File: src/rtl/apb4_reg_bridge_pkg.sv
`default_nettype none
// ============================================================================
// Module      : apb4_reg_bridge_pkg
// Description : Shared types and helpers for the APB4-to-register-bus bridge.
//               Provides the FSM state encoding, per-lane strobe expansion
//               and the address alignment mask.
// Revision    : 1.0 - initial release
// ============================================================================
package apb4_reg_bridge_pkg;

    typedef enum logic [1:0] {
        ST_IDLE = 2'd0,
        ST_REQ  = 2'd1,
        ST_WAIT = 2'd2,
        ST_RESP = 2'd3
    } state_t;

    // One byte lane: a single strobe bit becomes eight bit-enables.
    function automatic logic [7:0] strb_to_biten(input logic strb);
        return {8{strb}};
    endfunction

    // Mask of the byte-offset bits inside one data word.
    function automatic logic [63:0] align_mask(input int unsigned data_width);
        return (64'd1 << $clog2(data_width / 8)) - 64'd1;
    endfunction

endpackage
`default_nettype wire

File: src/rtl/apb4_reg_bridge_bus_timeout_cnt.sv
`default_nettype none
// ============================================================================
// Module      : bus_timeout_cnt
// Description : Counts cycles spent waiting for a register-bus ack and flags
//               the last permitted cycle. TIMEOUT_CYCLES = 0 never expires.
// Revision    : 1.0 - initial release
// ============================================================================
module bus_timeout_cnt #(
    parameter int TIMEOUT_CYCLES = 16
) (
    input  logic clk,
    input  logic rst_n,
    input  logic clear,
    input  logic enable,
    output logic expired
);

    localparam int CNT_W = (TIMEOUT_CYCLES > 0) ? $clog2(TIMEOUT_CYCLES + 1) : 1;

    logic [CNT_W-1:0] count;

    // Wait-cycle counter: cleared outside the wait window, frozen once expired.
    always_ff @(posedge clk or negedge rst_n) begin
        if (!rst_n) begin
            count <= '0;
        end else if (clear) begin
            count <= '0;
        end else if (enable && !expired) begin
            count <= count + CNT_W'(1);
        end
    end

    // Expiry is raised during the final allowed wait cycle so the FSM leaves
    // after exactly TIMEOUT_CYCLES wait cycles.
    if (TIMEOUT_CYCLES > 0) begin : g_timeout_on
        assign expired = enable && (count == CNT_W'(TIMEOUT_CYCLES - 1));
    end else begin : g_timeout_off
        assign expired = 1'b0;
    end

endmodule
`default_nettype wire

File: src/rtl/apb4_reg_bridge.sv
`default_nettype none
// ============================================================================
// Module      : apb4_reg_bridge
// Description : APB4 completer that forwards accesses onto the CSR register
//               bus (req/ack, stall-aware). Adds alignment / PPROT checks,
//               strobe-to-bit-enable expansion and an ack timeout.
// Revision    : 1.0 - initial release
// ============================================================================
module apb4_reg_bridge
    import apb4_reg_bridge_pkg::*;
#(
    parameter int ADDR_WIDTH      = 8,
    parameter int DATA_WIDTH      = 32,
    parameter int TIMEOUT_CYCLES  = 16,
    parameter bit ERR_ON_MISALIGN = 1'b1,
    parameter bit PROT_CHECK      = 1'b0,
    localparam int STRB_WIDTH     = DATA_WIDTH / 8
) (
    input  logic                  clk,
    input  logic                  rst_n,
    input  logic                  psel,
    input  logic                  penable,
    input  logic                  pwrite,
    input  logic [ADDR_WIDTH-1:0] paddr,
    input  logic [DATA_WIDTH-1:0] pwdata,
    input  logic [STRB_WIDTH-1:0] pstrb,
    input  logic [2:0]            pprot,
    output logic                  pready,
    output logic [DATA_WIDTH-1:0] prdata,
    output logic                  pslverr,
    output logic                  o_bus_req,
    output logic                  o_bus_req_is_wr,
    output logic [ADDR_WIDTH-1:0] o_bus_addr,
    output logic [DATA_WIDTH-1:0] o_bus_wr_data,
    output logic [DATA_WIDTH-1:0] o_bus_wr_biten,
    input  logic                  i_bus_req_stall_rd,
    input  logic                  i_bus_req_stall_wr,
    input  logic                  i_bus_rd_ack,
    input  logic                  i_bus_wr_ack,
    input  logic [DATA_WIDTH-1:0] i_bus_rd_data,
    input  logic                  i_bus_err
);

    localparam logic [ADDR_WIDTH-1:0] LOW_MASK = ADDR_WIDTH'(align_mask(DATA_WIDTH));

    state_t                  state_q, state_d;
    logic                    wr_q;
    logic [ADDR_WIDTH-1:0]   addr_q;
    logic [DATA_WIDTH-1:0]   wdata_q;
    logic [STRB_WIDTH-1:0]   strb_q;
    logic [DATA_WIDTH-1:0]   rdata_q;
    logic                    err_q;
    logic                    aborted_q;
    logic [DATA_WIDTH-1:0]   biten;
    logic                    access;
    logic                    check_fail;
    logic                    stall;
    logic                    ack_match;
    logic                    cnt_clear;
    logic                    cnt_en;
    logic                    expired;
    logic                    unused_prot;

    // Only privilege (bit 0) is ever inspected; the other PPROT bits are ignored.
    assign unused_prot = ^pprot[2:1];

    assign access     = psel && penable;
    assign check_fail = (ERR_ON_MISALIGN && (|(paddr & LOW_MASK))) ||
                        (PROT_CHECK && !pprot[0]);
    assign stall      = wr_q ? i_bus_req_stall_wr : i_bus_req_stall_rd;
    // Acks for the other direction are never taken, even when both fire.
    assign ack_match  = wr_q ? i_bus_wr_ack : i_bus_rd_ack;
    assign cnt_clear  = (state_q != ST_WAIT);
    assign cnt_en     = (state_q == ST_WAIT);

    for (genvar i = 0; i < STRB_WIDTH; i++) begin : g_biten
        assign biten[8*i +: 8] = strb_to_biten(strb_q[i]);
    end

    bus_timeout_cnt #(
        .TIMEOUT_CYCLES(TIMEOUT_CYCLES)
    ) u_timeout (
        .clk    (clk),
        .rst_n  (rst_n),
        .clear  (cnt_clear),
        .enable (cnt_en),
        .expired(expired)
    );

    // State register.
    always_ff @(posedge clk or negedge rst_n) begin
        if (!rst_n) begin
            state_q <= ST_IDLE;
        end else begin
            state_q <= state_d;
        end
    end

    // Next-state: a failed check skips the bus entirely; an ack wins over a
    // timeout landing in the same cycle.
    always_comb begin
        state_d = state_q;
        case (state_q)
            ST_IDLE: if (access) state_d = check_fail ? ST_RESP : ST_REQ;
            ST_REQ:  if (!stall) state_d = ST_WAIT;
            ST_WAIT: if (ack_match || expired) state_d = ST_RESP;
            ST_RESP: state_d = ST_IDLE;
            default: state_d = ST_IDLE;
        endcase
    end

    // Capture the access, then latch the bus outcome (or the timeout error).
    always_ff @(posedge clk or negedge rst_n) begin
        if (!rst_n) begin
            wr_q      <= 1'b0;
            addr_q    <= '0;
            wdata_q   <= '0;
            strb_q    <= '0;
            rdata_q   <= '0;
            err_q     <= 1'b0;
            aborted_q <= 1'b0;
        end else begin
            case (state_q)
                ST_IDLE: begin
                    if (access) begin
                        wr_q      <= pwrite;
                        addr_q    <= paddr & ~LOW_MASK;
                        wdata_q   <= pwdata;
                        strb_q    <= pstrb;
                        rdata_q   <= '0;
                        err_q     <= check_fail;
                        aborted_q <= 1'b0;
                    end
                end
                ST_REQ: begin
                    if (!psel) aborted_q <= 1'b1;
                end
                ST_WAIT: begin
                    if (!psel) aborted_q <= 1'b1;
                    if (ack_match) begin
                        err_q <= i_bus_err;
                        if (!wr_q) rdata_q <= i_bus_rd_data;
                    end else if (expired) begin
                        err_q   <= 1'b1;
                        rdata_q <= '0;
                    end
                end
                default: ;
            endcase
        end
    end

    // A requester that walked away mid-transfer gets no response.
    assign pready          = (state_q == ST_RESP) && !aborted_q && psel;
    assign prdata          = (pready && !wr_q) ? rdata_q : '0;
    assign pslverr         = pready && err_q;

    assign o_bus_req       = (state_q == ST_REQ);
    assign o_bus_req_is_wr = o_bus_req && wr_q;
    assign o_bus_addr      = o_bus_req ? addr_q  : '0;
    assign o_bus_wr_data   = o_bus_req ? wdata_q : '0;
    assign o_bus_wr_biten  = o_bus_req ? biten   : '0;

endmodule
`default_nettype wire

File: config.mk
export PLATFORM = sky130hd
export DESIGN_NAME = apb4_reg_bridge
export DESIGN_NICKNAME = d
export VERILOG_FILES = /design/src/rtl/apb4_reg_bridge_pkg.sv /design/src/rtl/apb4_reg_bridge_bus_timeout_cnt.sv /design/src/rtl/apb4_reg_bridge.sv
export SDC_FILE = /design/constraint.sdc
export NUM_CORES = 1
export LEC_CHECK = 0
export CAP_MARGIN = 15
export CORE_AREA = 2 2 100 102
export DETAILED_ROUTE_END_ITERATION = 7
export DIE_AREA = 0 0 102 104
export PLACE_DENSITY_LB_ADDON = 0.05
export SLEW_MARGIN = 10
export SYNTH_ARGS = -nofsm -noshare
export SYNTH_HDL_FRONTEND = slang
export SYNTH_HIERARCHICAL = 1
export SYNTH_SLANG_ARGS = --single-unit
File: constraint.sdc
create_clock -name clk -period 3.77 [get_ports clk]
set_input_delay 0.754 -clock clk [delete_from_list [all_inputs] [get_ports clk]]
set_output_delay 0.754 -clock clk [all_outputs]
set_load 0.03 [all_outputs]
=== Yosys cells after proc, flatten, opt, wreduce, memory -nomap -nowiden ===
Cells that the tools add are included.
W data, S select, Z words.

* Memories: 0
* RAM bits: 0
* Word-level logic and storage cells: 69
* Latch bits: 0
* Output and inout port bits: 108
* Bits of input ports: 89
* Bits in read-only memories: 0
* Flip-flop bits (word level): 84

* Shift-type cells: 0
* Multipliers: 0
* Muxes and demuxes: 25
* Eq/ne operators: 11
* Add/subtract/negate cells: 1
* Div/mod/pow operators: 0
* Order comparisons: 0
* Bitwise gates (word level): 0
* Reductions and logical operators: 23

{| class="wikitable"
|+ Operator list
! kind !! count
|-
| $mux W32 || 7
|-
| $pmux W32 S2 || 1
|-
| $mux W5 || 2
|-
| $ne A2 B2 Y1 const B || 5
|-
| $reduce_and A3 Y1 || 3
|-
| $logic_and A1 B1 Y1 || 8
|-
| $mux W2 || 4
|-
| $mux W8 || 1
|-
| $pmux W2 S4 || 1
|-
| $mux W1 || 7
|-
| $ne A3 B3 Y1 const B || 2
|-
| $reduce_bool A2 Y1 || 3
|-
| $add A5 B1 Y5 const B || 1
|-
| $eq A5 B4 Y1 const B || 1
|-
| $eq A2 B2 Y1 const B || 2
|-
| $pmux W1 S2 || 2
|-
| $reduce_and A4 Y1 || 1
|-
| $reduce_or A2 Y1 || 2
|-
| $logic_not A1 Y1 || 3
|-
| $eq A2 B1 Y1 const B || 1
|-
| $logic_not A2 Y1 || 1
|-
| $reduce_and A2 Y1 || 1
|-
| $logic_or A1 B1 Y1 || 1
|}

=== Logic depth before layout (Yosys ltp) ===
Gate-level depths: netlist (run 1).

* Depth after elaboration: 6
* Gate-level depth with buffers: 8

=== By module ===
The synthesis (run 1) kept the hierarchy.

{| class="wikitable"
|+ By module, submodules not included
! module !! cells an instance !! sequential area each (um2) !! area an instance (um2) !! instances
|-
| apb4_reg_bridge || 320 || 1,976.9 || 3,839.9 || 1
|-
| bus_timeout_cnt || 24 || 125.1 || 275.3 || 1
|}

=== Least setup slack after synthesis (run 1) ===
Ideal clock, no wire load.

* Path type: register -> output
* Start: register state_q[1]
* End: output o_bus_wr_biten[10]
* Setup slack: 1.147 ns
* Arrival time: 1.869 ns
* Required time: 3.016 ns
* Cell stages (with the launch flop): 6
* Path buffers: 2
* Path through: dfrtp_1 > inv_1 > ha_1 > clkbuf_1 > and2_1 > buf_4

* Longest elaborated chain between the ends: 2

{| class="wikitable"
|+ Ends and longest elaborated chain
! element !! RTL line !! source
|-
| start, declared || apb4_reg_bridge.sv:46 || <nowiki>state_t state_q, state_d;</nowiki>
|-
| start signal, assigned || apb4_reg_bridge.sv:95 || <nowiki>state_q <= state_d;</nowiki>
|-
| $eq A2 B1 Y1 || apb4_reg_bridge.sv:158 || <nowiki>assign o_bus_req = (state_q == ST_REQ);</nowiki>
|-
| named net o_bus_req || apb4_reg_bridge.sv:31 || <nowiki>output logic o_bus_req,</nowiki>
|-
| $mux W32 || apb4_reg_bridge.sv:162 || <nowiki>assign o_bus_wr_biten = o_bus_req ? biten : '0;</nowiki>
|-
| end, declared || apb4_reg_bridge.sv:35 || <nowiki>output logic [DATA_WIDTH-1:0] o_bus_wr_biten,</nowiki>
|}

The timed path passes the listed nets, and every way through them passes these cells.

=== Worst setup path after layout (run 1) ===
* Start: input psel
* End: output prdata[6]

* Longest elaborated chain between the ends: 3

{| class="wikitable"
|+ Ends and longest elaborated chain
! element !! RTL line !! source
|-
| start, declared || apb4_reg_bridge.sv:21 || <nowiki>input logic psel,</nowiki>
|-
| $logic_and A1 B1 Y1 || apb4_reg_bridge.sv:154 || <nowiki>assign pready = (state_q == ST_RESP) && !aborted_q && psel;</nowiki>
|-
| $logic_and A1 B1 Y1 || apb4_reg_bridge.sv:155 || <nowiki>assign prdata = (pready && !wr_q) ? rdata_q : '0;</nowiki>
|-
| $mux W32 || apb4_reg_bridge.sv:155 ||
|-
| end, declared || apb4_reg_bridge.sv:29 || <nowiki>output logic [DATA_WIDTH-1:0] prdata,</nowiki>
|}

Every way passes these cells.

==> results.json, run 1 <==
{
  "synth_xor_area_frac": 0.00426,
  "end_kind": "output port",
  "setup_violations": 0,
  "report.final.slew_viol_count": 0,
  "synth_compound_area_frac": 0.0897,
  "dp_hpwl_um": 6780,
  "tns_ps": 0,
  "coreArea_um2": 9550,
  "grt_pass1_vias": 2994,
  "rsz0062_at_grt": "no",
  "synth_fa_ha_area_frac": 0.0243,
  "postSynth.asyncResetShare": 1.00,
  "start_util": 0.431,
  "die_h_um": 104,
  "synth.avg_cell_area_um2": 12.0,
  "syn_to_final_growth_pct": 50.4,
  "drt_iter0_markers": 99,
  "status": "completed",
  "clk_latency_ps": 350,
  "rows": 36,
  "dieArea_um2": 10600,
  "first_pass_iters": 4,
  "max_freq_ghz": 0.287,
  "cts_resized": 0,
  "worst_hold_slack_ps": 319,
  "boundaryPins": 197,
  "cp.required_ps": 3020,
  "cp_max_fo": 32,
  "min-delay-path-class": "in -> async",
  "ys.flop_type": "dfrtp_1",
  "grt_overflow": 0,
  "arrival_ps": 2730,
  "synth_simple_gate_area_frac": 0.154,
  "numPortBuffers": 191,
  "vdd_drop_max_mv": 0.331,
  "cts_setup_buffers": 0,
  "cap_violations": 0,
  "synth_warnings": 6,
  "diodes": 0,
  "drc": 0,
  "wl_per_cell_um": 14.8,
  "fin_skew_ps": 10.3,
  "final_layout_size_suffix_gt1_frac": 0.147,
  "grt_pass1_wl_um": 15000,
  "worstSetupPathType": "in -> out",
  "seq_area_frac_synth": 0.511,
  "synth_mux_area_frac": 0.136,
  "synth_commonest_cells": "dfrtp_1 (84), and2_1 (77), mux2_2 (43), a22o_1 (32), buf_4 (30)",
  "synth_area_um2": 4120,
  "crit_path_start_kind": "input port",
  "root_buffer": "clkbuf_8",
  "ys_types": 36,
  "synth.top_cell.area_share": 0.511,
  "numClockSinks": 84,
  "total_power_mw": 4.30,
  "nets": 603,
  "postRouteAntennaNets": 0,
  "grt_max_degree": 85,
  "period_share": 0.925,
  "regArea_um2": 2100,
  "synth.ff_latch_count": 84,
  "die_w_um": 102,
  "ctsHtreeMaxLevel": 3,
  "cts_buffers": 9,
  "fillers": 783,
  "synth_cells": 344,
  "vias_per_cell": 4.73,
  "multi_input_area_um2": 1690,
  "cts_tree": "done",
  "antenna_found_initial": 0,
  "synth_area_leader_cell": "dfrtp_1",
  "gr-usage-all-layers": 0.179,
  "cts.path.max_buffers": 2,
  "routed_wl_um": 9520,
  "pwr_density_cell_nw_per_um2": 694,
  "ctsHoldBuffers": 0,
  "via_count": 3044,
  "routabilityCongestion": 0.791,
  "hold_viol": 0,
  "clkTransAtPathRegs_ps": 90,
  "ys_top_cells_by_area": "dfrtp_1 (51%), mux2_2 (12%), and2_1 (12%)",
  "finalCriticalPeriod_ps": 3490,
  "synth_top_family_by_area": "simple AND/OR/NAND/NOR gates",
  "synth_edf_count": 0,
  "yosysMostFrequentCell": "dfrtp_1",
  "cellLeakagePower_nw": 2.65
}
## kinds of logic after synthesis
logic type | after synthesis
flops | 84
simple gates | 101
fa+ha+maj | 8
mux | 49
xor+xnor | 2
buf+inv | 54
other cells | 1
compound gates | 45
## worst paths after layout
path	from	end	slack (ps)	depth (start not counted)
min	rst_n	rdata_q[27]	320	1
min in group clk	rdata_q[7]	rdata_q[7]	500	1
max reg2reg	u_timeout/count[0]	rdata_q[2]	1510	8
min reg2reg	rdata_q[7]	rdata_q[7]	500	1
max in group asynchronous	rst_n	strb_q[3]	2850	2
max	psel	prdata[6]	280	6
## per-layer routing
metal | track usage | vias up | routed length [um]
met2 | 0.291 | 108 | 4640
li1 | - | 1462 | -
met3 | 0.0464 | 8 | 600
met1 | 0.239 | 1466 | 4180
met4 | 0.0448 | 0 | 96
met5 | 0 | - | 0
## worst max-delay path, cell delays in order
cell	delay, ps
clkdlybuf4s50_1	590
and3b_1	230
and2b_2	170
buf_12	160
and2_1	130
clkdlybuf4s50_1	700
## metrics by stage
stage / area [um2] / utilization / setup WS (ps) / cells
floorplan: 4120 / - / 1150 / 345
global placement: 5940 / 0.622 / 302 / 626
detailed placement: 5940 / 0.622 / 293 / 626
CTS: 6140 / 0.643 / 292 / 642
global route: 6190 / 0.648 / 172 / 644
finish: 6190 / 0.648 / 283 / 644
## cell type report
cell class	count	area share
Inverter	6	0.00364
Tap cell	133	0.0269
Clock buffer	10	0.0206
Multi-Input combinational cell	207	0.273
Clock inverter	6	0.0105
Sequential cell	84	0.340
Timing Repair Buffer	198	0.325
## power by group
part	total, mW	internal, mW	switching, mW
logic	2.14	1.04	1.09
registers	1.53	1.32	0.204
clock network	0.634	0.307	0.328
total	4.30	2.67	1.62
## registers in the layout, summed over array words and instances (netlist names)
register	count
aborted_q	1
addr_q	6
err_q	1
rdata_q	32
state_q	2
strb_q	4
u_timeout/count	5
wdata_q	32
wr_q	1
## placed cells by master, fill, tap and decap left out, types with 2 or more instances in the layout
| cell type | Yosys | final |
|---|---|---|
| a21oi_1 | 5 | 4 |
| a221o_1 | 2 | 2 |
| a22o_1 | 32 | 32 |
| and2_1 | 77 | 77 |
| buf_16 | 0 | 2 |
| buf_4 | 30 | 5 |
| clkbuf_8 | 0 | 9 |
| clkdlybuf4s50_1 | 0 | 190 |
| clkinv_2 | 0 | 2 |
| clkinv_4 | 0 | 2 |
| conb_1 | 1 | 2 |
| dfrtp_1 | 84 | 84 |
| ha_1 | 8 | 8 |
| inv_1 | 6 | 6 |
| mux2_2 | 43 | 43 |
| mux2_4 | 3 | 3 |
| mux2i_1 | 3 | 3 |
| nand2b_1 | 2 | 2 |
| nand3b_1 | 2 | 2 |
| nor2_1 | 7 | 7 |
| nor2b_1 | 2 | 2 |
No activity file was read; power rests on OpenSTA's default activity.
==> inputs of run 2 (changes only) <==
--- a/config.mk
+++ b/config.mk
@@ -7,6 +7,7 @@
 export LEC_CHECK = 0
 export CAP_MARGIN = 15
 export CORE_AREA = 2 2 100 102
+export CTS_CLUSTER_SIZE = 14
 export DETAILED_ROUTE_END_ITERATION = 7
 export DIE_AREA = 0 0 102 104
 export PLACE_DENSITY_LB_ADDON = 0.05
==> results of run 2 <==
Same layout as run 1: the final DEF is identical, and so are final timing and power.
